==> config.mk <==
export PLATFORM = sky130hd
export DESIGN_NAME = tcdm_bank_req_arbiter
export DESIGN_NICKNAME = d
export VERILOG_FILES = /design/src/rtl/tcdm_bank_req_arbiter_pkg.sv /design/src/rtl/tcdm_bank_req_arbiter_fifo.sv /design/src/rtl/tcdm_bank_req_arbiter.sv
export SDC_FILE = /design/constraint.sdc
export NUM_CORES = 1
export LEC_CHECK = 0
export CAP_MARGIN = 20
export CORE_AREA = 2 2 219 221
export CTS_BUF_LIST = sky130_fd_sc_hd__clkbuf_4
export DETAILED_ROUTE_END_ITERATION = 12
export DIE_AREA = 0 0 221 223
export PLACE_DENSITY = 0.47
export RECOVER_POWER = 25
export REMOVE_ABC_BUFFERS = 1
export SYNTH_ARGS = -nofsm -noshare
export SYNTH_HDL_FRONTEND = slang
export SYNTH_SLANG_ARGS = --single-unit
==> constraint.sdc <==
create_clock -name clk_i -period 4.3 [get_ports clk_i]
set_input_delay 1.075 -clock clk_i [delete_from_list [all_inputs] [get_ports clk_i]]
set_output_delay 1.075 -clock clk_i [all_outputs]
set_load 0.01 [all_outputs]
==> src/rtl/tcdm_bank_req_arbiter_pkg.sv <==
// -----------------------------------------------------------------------------
// tcdm_bank_req_arbiter_pkg
//   Shared helpers for the bank request arbiter and its port-ID FIFO.
//   - idx_width(): bits needed to index num_idx items (at least 1 bit)
//   - rr_next()  : round-robin successor of an index, wrapping at num_idx
// -----------------------------------------------------------------------------
package tcdm_bank_req_arbiter_pkg;

   // Index width for a set of num_idx elements; a single element still
   // needs one bit so that the index signal is never zero-width.
   function automatic int unsigned idx_width(input int unsigned num_idx);
      return (num_idx > 32'd1) ? unsigned'($clog2(num_idx)) : 32'd1;
   endfunction

   // Successor of idx in a ring of num_idx slots.
   function automatic int unsigned rr_next(input int unsigned idx,
                                           input int unsigned num_idx);
      return (idx + 32'd1 >= num_idx) ? 32'd0 : idx + 32'd1;
   endfunction

endpackage

==> src/rtl/tcdm_bank_req_arbiter_fifo.sv <==
// -----------------------------------------------------------------------------
// tcdm_bank_req_arbiter_fifo
//   Non-fall-through FIFO holding the port IDs of accepted requests so that
//   responses can be routed back in order. A pushed entry is visible at the
//   head only from the cycle after the push.
// Ports
//   clk_i    in   clock
//   rst_ni   in   asynchronous reset, active low (empties the FIFO)
//   push_i   in   write data_i (ignored when full)
//   data_i   in   port ID to store
//   pop_i    in   drop the head entry (ignored when empty)
//   data_o   out  head entry
//   full_o   out  Depth entries stored
//   empty_o  out  no entries stored
// -----------------------------------------------------------------------------
module tcdm_bank_req_arbiter_fifo
   import tcdm_bank_req_arbiter_pkg::*;
#(
   parameter int unsigned DataWidth = 2,
   parameter int unsigned Depth     = 4   // power of 2, >= 2
) (
   input  logic                 clk_i,
   input  logic                 rst_ni,
   input  logic                 push_i,
   input  logic [DataWidth-1:0] data_i,
   input  logic                 pop_i,
   output logic [DataWidth-1:0] data_o,
   output logic                 full_o,
   output logic                 empty_o
);

   localparam int unsigned PtrWidth = idx_width(Depth);

   logic [PtrWidth-1:0]  wr_ptr_q, wr_ptr_d;
   logic [PtrWidth-1:0]  rd_ptr_q, rd_ptr_d;
   logic [PtrWidth:0]    count_q,  count_d;
   logic [DataWidth-1:0] mem_q [Depth];
   logic                 push_en, pop_en;

   assign full_o  = (count_q == (PtrWidth+1)'(Depth));
   assign empty_o = (count_q == '0);
   assign push_en = push_i && !full_o;
   assign pop_en  = pop_i  && !empty_o;
   assign data_o  = mem_q[rd_ptr_q];

   // NOTE: every combinational output gets a default before any condition,
   //       so no path leaves it unassigned and no latch is inferred.
   always_comb begin
      wr_ptr_d = wr_ptr_q;
      rd_ptr_d = rd_ptr_q;
      count_d  = count_q;
      // Depth is a power of 2, so the pointers wrap naturally.
      if (push_en) wr_ptr_d = wr_ptr_q + 1'b1;
      if (pop_en)  rd_ptr_d = rd_ptr_q + 1'b1;
      unique case ({push_en, pop_en})
         2'b10:   count_d = count_q + 1'b1;
         2'b01:   count_d = count_q - 1'b1;
         default: count_d = count_q;   // idle or push+pop: occupancy unchanged
      endcase
   end

   // NOTE: sequential state uses non-blocking assignments so every register
   //       samples the pre-edge values regardless of statement order.
   always_ff @(posedge clk_i or negedge rst_ni) begin
      if (!rst_ni) begin
         wr_ptr_q <= '0;
         rd_ptr_q <= '0;
         count_q  <= '0;
      end else begin
         wr_ptr_q <= wr_ptr_d;
         rd_ptr_q <= rd_ptr_d;
         count_q  <= count_d;
      end
   end

   // NOTE: the storage array is deliberately not reset; an entry is only read
   //       after it was written, and the pointers/count carry the reset state.
   always_ff @(posedge clk_i) begin
      if (push_en) mem_q[wr_ptr_q] <= data_i;
   end

endmodule

==> src/rtl/tcdm_bank_req_arbiter.sv <==
// -----------------------------------------------------------------------------
// tcdm_bank_req_arbiter
//   Merges NumInPorts valid/ready request ports into one bank request port
//   with round-robin arbitration, and routes each bank response back to the
//   port that issued the matching request (responses return in order).
// Ports
//   clk_i, rst_ni                 clock, asynchronous active-low reset
//   in_valid_i / in_ready_o       per-port request handshake
//   in_address_i, in_amo_i, in_write_i, in_wdata_i, in_be_i, in_meta_i
//                                 per-port request payload
//   in_valid_o / in_ready_i       per-port response handshake
//   in_rdata_o, in_meta_o         response payload, broadcast to all ports
//   out_valid_o / out_ready_i     bank request handshake
//   out_address_o ... out_meta_o  bank request payload (winner's fields)
//   out_valid_i / out_ready_o     bank response handshake
//   out_rdata_i, out_meta_i       bank response payload
// -----------------------------------------------------------------------------
module tcdm_bank_req_arbiter
   import tcdm_bank_req_arbiter_pkg::*;
#(
   parameter int unsigned NumInPorts    = 4,
   parameter int unsigned AddrWidth     = 32,
   parameter int unsigned DataWidth     = 32,
   parameter type         metadata_t    = logic,
   parameter int unsigned RespFifoDepth = 4,
   localparam int unsigned BeWidth      = DataWidth / 8
) (
   input  logic                  clk_i,
   input  logic                  rst_ni,
   // request side, per port
   input  logic [NumInPorts-1:0] in_valid_i,
   output logic [NumInPorts-1:0] in_ready_o,
   input  logic [AddrWidth-1:0]  in_address_i [NumInPorts],
   input  logic [3:0]            in_amo_i     [NumInPorts],
   input  logic [NumInPorts-1:0] in_write_i,
   input  logic [DataWidth-1:0]  in_wdata_i   [NumInPorts],
   input  logic [BeWidth-1:0]    in_be_i      [NumInPorts],
   input  metadata_t             in_meta_i    [NumInPorts],
   // response side, per port
   output logic [NumInPorts-1:0] in_valid_o,
   input  logic [NumInPorts-1:0] in_ready_i,
   output logic [DataWidth-1:0]  in_rdata_o   [NumInPorts],
   output metadata_t             in_meta_o    [NumInPorts],
   // bank request
   output logic                  out_valid_o,
   input  logic                  out_ready_i,
   output logic [AddrWidth-1:0]  out_address_o,
   output logic [3:0]            out_amo_o,
   output logic                  out_write_o,
   output logic [DataWidth-1:0]  out_wdata_o,
   output logic [BeWidth-1:0]    out_be_o,
   output metadata_t             out_meta_o,
   // bank response
   input  logic                  out_valid_i,
   output logic                  out_ready_o,
   input  logic [DataWidth-1:0]  out_rdata_i,
   input  metadata_t             out_meta_i
);

   localparam int unsigned IdxWidth = idx_width(NumInPorts);
   typedef logic [IdxWidth-1:0] idx_t;

   idx_t rr_q, rr_d;
   idx_t grant;
   idx_t head;
   logic any_valid;
   logic fifo_full, fifo_empty;
   logic req_fire, rsp_fire;

   // ---------------------------------------------------------------------------
   // Request arbitration: first valid port at or after the rr pointer. The
   // search looks only at in_valid_i and rr_q, never at out_ready_i, so the
   // winner and its payload stay put while the bank stalls.
   // ---------------------------------------------------------------------------
   always_comb begin
      logic        found;
      int unsigned idx;
      grant = rr_q;
      found = 1'b0;
      idx   = 0;
      for (int unsigned i = 0; i < NumInPorts; i++) begin
         idx = (int'(rr_q) + i) % NumInPorts;
         if (!found && in_valid_i[idx]) begin
            found = 1'b1;
            grant = idx_t'(idx);
         end
      end
   end

   assign any_valid = |in_valid_i;

   // Outputs are forced low while reset is held: the FIFO is empty (not full)
   // in reset, so without this a valid input would leak through.
   assign out_valid_o = rst_ni && any_valid && !fifo_full;
   assign req_fire    = out_valid_o && out_ready_i;

   // Full blocks issue even when a pop happens this cycle, keeping out_ready_i
   // and in_ready_i from forming a combinational path through the FIFO.
   always_comb begin
      in_ready_o = '0;
      if (rst_ni && out_ready_i && !fifo_full) in_ready_o[grant] = 1'b1;
   end

   assign out_address_o = in_address_i[grant];
   assign out_amo_o     = in_amo_i[grant];
   assign out_write_o   = in_write_i[grant];
   assign out_wdata_o   = in_wdata_i[grant];
   assign out_be_o      = in_be_i[grant];
   assign out_meta_o    = in_meta_i[grant];

   // Pointer advances past the winner only when its request is taken, so a
   // stalled winner keeps the grant.
   assign rr_d = req_fire ? idx_t'(rr_next(int'(grant), NumInPorts)) : rr_q;

   always_ff @(posedge clk_i or negedge rst_ni) begin
      if (!rst_ni) rr_q <= '0;
      else         rr_q <= rr_d;
   end

   // ---------------------------------------------------------------------------
   // Port-ID FIFO: one entry per accepted request, popped per response.
   // ---------------------------------------------------------------------------
   tcdm_bank_req_arbiter_fifo #(
      .DataWidth (IdxWidth),
      .Depth     (RespFifoDepth)
   ) i_id_fifo (
      .clk_i   (clk_i),
      .rst_ni  (rst_ni),
      .push_i  (req_fire),
      .data_i  (grant),
      .pop_i   (rsp_fire),
      .data_o  (head),
      .full_o  (fifo_full),
      .empty_o (fifo_empty)
   );

   // ---------------------------------------------------------------------------
   // Response routing to the head port; data/meta are broadcast and qualified
   // by the per-port valid.
   // ---------------------------------------------------------------------------
   always_comb begin
      in_valid_o = '0;
      if (out_valid_i && !fifo_empty) in_valid_o[head] = 1'b1;
   end

   assign out_ready_o = !fifo_empty && in_ready_i[head];
   assign rsp_fire    = out_valid_i && out_ready_o;

   always_comb begin
      for (int unsigned p = 0; p < NumInPorts; p++) begin
         in_rdata_o[p] = out_rdata_i;
         in_meta_o[p]  = out_meta_i;
      end
   end

   // A response with nothing outstanding means the downstream broke the
   // one-response-per-request contract.
   resp_without_req_a : assert property (
      @(posedge clk_i) disable iff (!rst_ni) out_valid_i |-> !fifo_empty
   );

endmodule

# After elaboration in Yosys (flattened, before gate mapping)
# Memories as Yosys holds them, arrays and structs flattened.
# Index checks and enable logic that the tools add are counted.
# word_totals
n_memories,1
inputBits,341
regBits,9
elab_cells,93
ram_bits,8
# classes
bitwise_logic,1
mux,43
order_cmp,10
n_reduce_logical,23
n_eq_ne,3
n_addsub,8
# memory_table
memory,depth,word_bits,rd,rd_clocked_by_memory_dff,write_ports,line_no,source
i_id_fifo.mem_q,4,2,1,0,1,tcdm_bank_req_arbiter_fifo.sv:37,logic [DataWidth-1:0] mem_q [Depth];
# op_table
op,n
$bmux 32 s2,2
$mux 32,4
$mux 4,6
$lt 2x3->1 const B,6
$bmux 4 s2,2
$logic_and 1x1->1,15
$mux 1,15
$bmux 1 s2,7
$mux 2,4
$add 2x1->2 const B,3
$ge 3x3->1 const B,2
$pmux 3 s2,1
$logic_not 1->1,5
$add 2x2->2 const B,2
$demux 1 s2,2
$ge 2x1->1 const B,2
$reduce_or 4->1,1
$add 2x1->3 const B,1
$add 3x1->3 const B,1
$eq 3x3->1 const B,1
$logic_not 3->1,1
$not 2->3,1
$sub 3x1->3 const B,1
$eq 2x1->1 const B,1
2 further kinds,2

# Longest topological paths before layout
# depth
word_depth,17
depth_mapped,10
mapped_depth_nobuf,10

# By module
# From an unflattened synthesis, not the netlist that was laid out.
# hier_totals
cells_unflattened,559
hier_area_um2,4468.0
# by_module_without_submodules
module,cells_each,area_per_inst_um2,instances,seq_area_each_um2
tcdm_bank_req_arbiter,512,3742.3,1,50.0
tcdm_bank_req_arbiter_fifo,47,725.7,1,415.4

# Least setup slack after synthesis
# No wires, ideal clock.
# synth_path
path_kind,input -> output
startpoint,input port in_valid_i[0]
endpoint,output port out_address_o[0]
arrival_ns,2.508
stages,8
path_buffers,2
setup_slack_ns,0.717
cell_sequence,nor2b_1 a21oi_2 o32ai_1 a21oi_2 inv_2 buf_6 buf_6 mux4_2
# synth_between
elab_chain_len,16
word_cells_on_any_way,24
classes_between,17 x mux; 1 x bitwise; 6 x reduce/logical
# synth_lines
item,line_no,source
from (decl),tcdm_bank_req_arbiter.sv:31,"input logic [NumInPorts-1:0] in_valid_i,"
$bmux 1 s2,tcdm_bank_req_arbiter.sv:83,if (!found && in_valid_i[idx]) begin
$mux 1 (not written as such),tcdm_bank_req_arbiter.sv:83,
$mux 1,tcdm_bank_req_arbiter.sv:83,
$logic_not 1->1,tcdm_bank_req_arbiter.sv:83,
$logic_and 1x1->1,tcdm_bank_req_arbiter.sv:83,
$mux 1,tcdm_bank_req_arbiter.sv:83,
$logic_not 1->1,tcdm_bank_req_arbiter.sv:83,
$logic_and 1x1->1,tcdm_bank_req_arbiter.sv:83,
$mux 1,tcdm_bank_req_arbiter.sv:83,
$logic_not 1->1,tcdm_bank_req_arbiter.sv:83,
$logic_and 1x1->1,tcdm_bank_req_arbiter.sv:83,
$mux 2 (*),tcdm_bank_req_arbiter.sv:83,
net grant[0],tcdm_bank_req_arbiter.sv:64,idx_t grant;
$not 2->3 (not written as such) (*),tcdm_bank_req_arbiter.sv:104,assign out_address_o = in_address_i[grant];
$bmux 32 s2 (*),tcdm_bank_req_arbiter.sv:104,
$mux 32 (not written as such) (*) (2 in a row),tcdm_bank_req_arbiter.sv:104,
to (decl),tcdm_bank_req_arbiter.sv:47,"output logic [AddrWidth-1:0] out_address_o,"
# Mark *: on every way through the listed nets, which the timed path passes. The rest lies on a longest branch. The select of a mux whose other input is x is not followed.

# Worst setup path after layout
# layout_path
startpoint,input port in_valid_i[3]
endpoint,output port out_address_o[27]
# Same word-level chain as after synthesis.

==> impl_metrics.yaml <==
timing:
  fmax_ghz: 0.237
  hold_viol: 0
  finalCritPeriodShare_pct: 98.2
  slew_headroom_pct: 53.2
  worst_pin_slew_ns: 0.691
  slew_violations: 0
  period_minus_slack_ns: 4.22
  fin_skew_ns: 0.00546
  setup_violations: 0
clocking:
  worst_skew_pair.late_latency_ns: 0.29
  cts.clk_slew.worst_paths_ns: 0.11
  clock_sinks: 17
  cts-root-buf: "clkbuf_4"
  clk_path_buf_depth: 2
  cts_tree: "done"
  cts-buffers-inserted: 3
  cts_max_level: 1
critical_path:
  cp-end-kind: "output port"
  startpoint_type: "input pin"
  cp.arrival_ns: 3.15
  path_class: "input pin to output port"
  r2r_slack_ns: 1.48
  required_ns: 3.22
  worstPathMaxFanout: 6
detailed_routing:
  wl_microns: 35600
  routed_via_density: 3.35
  drc: 0
  drtIter0Drc: 178
  drtAntennaViolNets: 0
  vias: 4105
  firstDrtPassIters: 4
  avgRoutedWirePerCell_microns: 29.1
floorplanning:
  ioPinCount: 557
  coreArea_sq_um: 47100
  dieHeight_microns: 223
  die_w_microns: 221
  core.rowCount: 80
  die_area_sq_um: 49300
  start_util_pct: 8.14
status:
  status: "finished, final reports clean"
power:
  ir_worst_vdd_v: 0.000249
  power_density_nw_per_um2: 507
  swShare_pct: 43.0
  finalPower_mw: 4.16
  p_clk_share_pct: 2.2
  p_comb_share_pct: 90.6
  pwr-share-seq_pct: 7.2
  power_switching_mw: 1.79
  leakage_nw: 3.05
  cell_internal_pwr_mw: 2.37
synthesis:
  async_flop_share_pct: 52.9
  syn_avg_cell_area_sq_um: 12.0
  ys_ff_latch: 17
  yosys_most_used_dff: "dfrtp_1"
  yosysSeqAreaShare_pct: 12.1
  syn_inst: 321
  syn-cell-area_sq_um: 3840
  ys.warnings.count: 0
  synth_edf_count: 8
  ys_types: 33
grt:
  grtUsageTotal_pct: 13.8
  grt_pass1_wl_microns: 45300
  grt_start_max_net_pins: 15
  grt-ovfl-total: 0
  antenna_found_initial: 10
  grt_pass1_vias: 4600
placement:
  place_congestion: 0.785
  place_inst: 1206
  portBuffers: 391
  dp_hpwl_microns: 32400
cells_and_area:
  fin_cells: 1226
  layout.nets: 964
  n_antenna_cell: 0
  area_delta_synth_final_pct: 114
  drive_gt1_share_pct: 28.0
flow_run:
  max_cap_viol_count: 0
min_path:
  worstHoldPathType: "flop to flop"
-- timing repair --
action,CTS,global route
resized for setup,69,12
hold buffers,0,0
setup endpoints to repair,78,40
buffers inserted,11,1
pin swaps,3,1
gates cloned,4,0
-- path summary, 6_finish.rpt --
| kind | startpoint | endpoint | cells after the start |
|---|---|---|---|
| worst max-delay path | in_valid_i[3] | out_address_o[27] | 9 |
| worst min-delay path | i_id_fifo.rd_ptr_q[1] | i_id_fifo.rd_ptr_q[1] | 1 |
| worst max register to register | i_id_fifo.rd_ptr_q[0] | i_id_fifo.count_q[2] | 9 |
| worst min register to register | i_id_fifo.rd_ptr_q[1] | i_id_fifo.rd_ptr_q[1] | 1 |
| max in group asynchronous | rst_ni | i_id_fifo.wr_ptr_q[1] | 2 |
| min in group asynchronous | rst_ni | i_id_fifo.rd_ptr_q[1] | 2 |
-- critical path, cell delays in order --
cell and delay (ns):
dlygate4sd2_1 0.31, o32ai_4 0.32, a21oi_4 0.07, buf_6 0.14, inv_8 0.08, buf_12 0.14, bufbuf_16 0.28, mux4_2 0.54
buf_12 0.16
-- through the flow --
stage	hold WS (ns)	setup TNS, ns	setup slack, ns	cell area (sq um)	utilization (%)
after global placement	0.516	-35.50	-0.586	7870	16.7
after global routing	0.574	-0.0519	-0.0180	8190	17.4
final	0.547	0	0.0755	8190	17.4
after floorplan	0.481	-173.41	-2.14	2730	-
after CTS	0.547	0	0.00956	8170	17.3
after detailed placement	0.527	-36.08	-0.591	7870	16.7
-- cells by family (layout without fill, tap and decap cells) --
group,after synthesis,count (layout),share of synthesized area [%]
AO/OA/AOI/OAI,11,11,2.41
XOR/XNOR,6,6,1.37
adder cells (fa/ha/maj),11,11,3.78
buffers and inverters,163,453,30.4
flip-flops,17,17,12.1
multiplexers,80,80,45.7
AND/OR/NAND/NOR,33,33,4.21
-- layer usage --
layer	up-vias	routed length [microns]	GRT usage (%)
li1	1656	-	-
met1	1985	13900	16.1
met2	422	14000	19.2
met3	32	7350	12.9
met4	10	200	0.866
met5	-	89	1.17
-- power by group through the flow --
stage / logic (mW) / clock network [mW] / registers, mW
6_report: 3.77 / 0.0903 / 0.300
5_1_grt: 4.07 / 0.101 / 0.310
4_1_cts: 3.90 / 0.0952 / 0.301
3_5_place_dp: 3.70 / 0 / 0.298
3_3_place_gp: 3.68 / 0 / 0.298
2_1_floorplan: 1.47 / 0 / 0.280
-- final cells by class --
class | instances | area, sq um
Tap cell | 615 | 769
Fill cell | 5222 | 39000
Timing Repair Buffer | 433 | 4580
Inverter | 15 | 63.8
Multi-Input combinational cell | 141 | 2280
Clock inverter | 1 | 7.51
Timing Repair inverter | 1 | 8.76
Clock buffer | 3 | 22.5
Sequential cell | 17 | 465
-- flip-flops by register name (all words and copies together) (netlist names) --
register	cells
rr_q	2
i_id_fifo.wr_ptr_q	2
i_id_fifo.count_q	3
i_id_fifo.mem_q	8
i_id_fifo.rd_ptr_q	2
-- layout by cell type (no fill, tap or decap), types with 6 or more instances in the layout --
cell type and n:
buf_12 30, buf_4 35, buf_6 6, clkdlybuf4s50_1 312, dfrtp_1 9, dlygate4sd2_1 35, dlymetal6s2s_1 6, edfxtp_1 8
ha_1 10, inv_1 13, mux4_2 76, nor2_1 13
-- cells in the mapped netlist (all sizes together) (2+ instances only) --
| master | n | share of area, % |
|---|---|---|
| a21oi | 2 | 0.46 |
| and2 | 4 | 0.65 |
| buf | 147 | 29 |
| dfrtp | 9 | 5.9 |
| edfxtp | 8 | 6.3 |
| ha | 10 | 3.3 |
| inv | 15 | 1.5 |
| mux2i | 3 | 0.78 |
| mux4 | 76 | 45 |
| nand2 | 5 | 0.49 |
| nor2 | 14 | 1.4 |
| nor2b | 5 | 0.82 |
| nor3b | 2 | 0.39 |
| o31ai | 2 | 0.39 |
| xnor2 | 4 | 0.91 |
| xor2 | 2 | 0.46 |
Note: power is estimated with default switching activity, not from simulation.
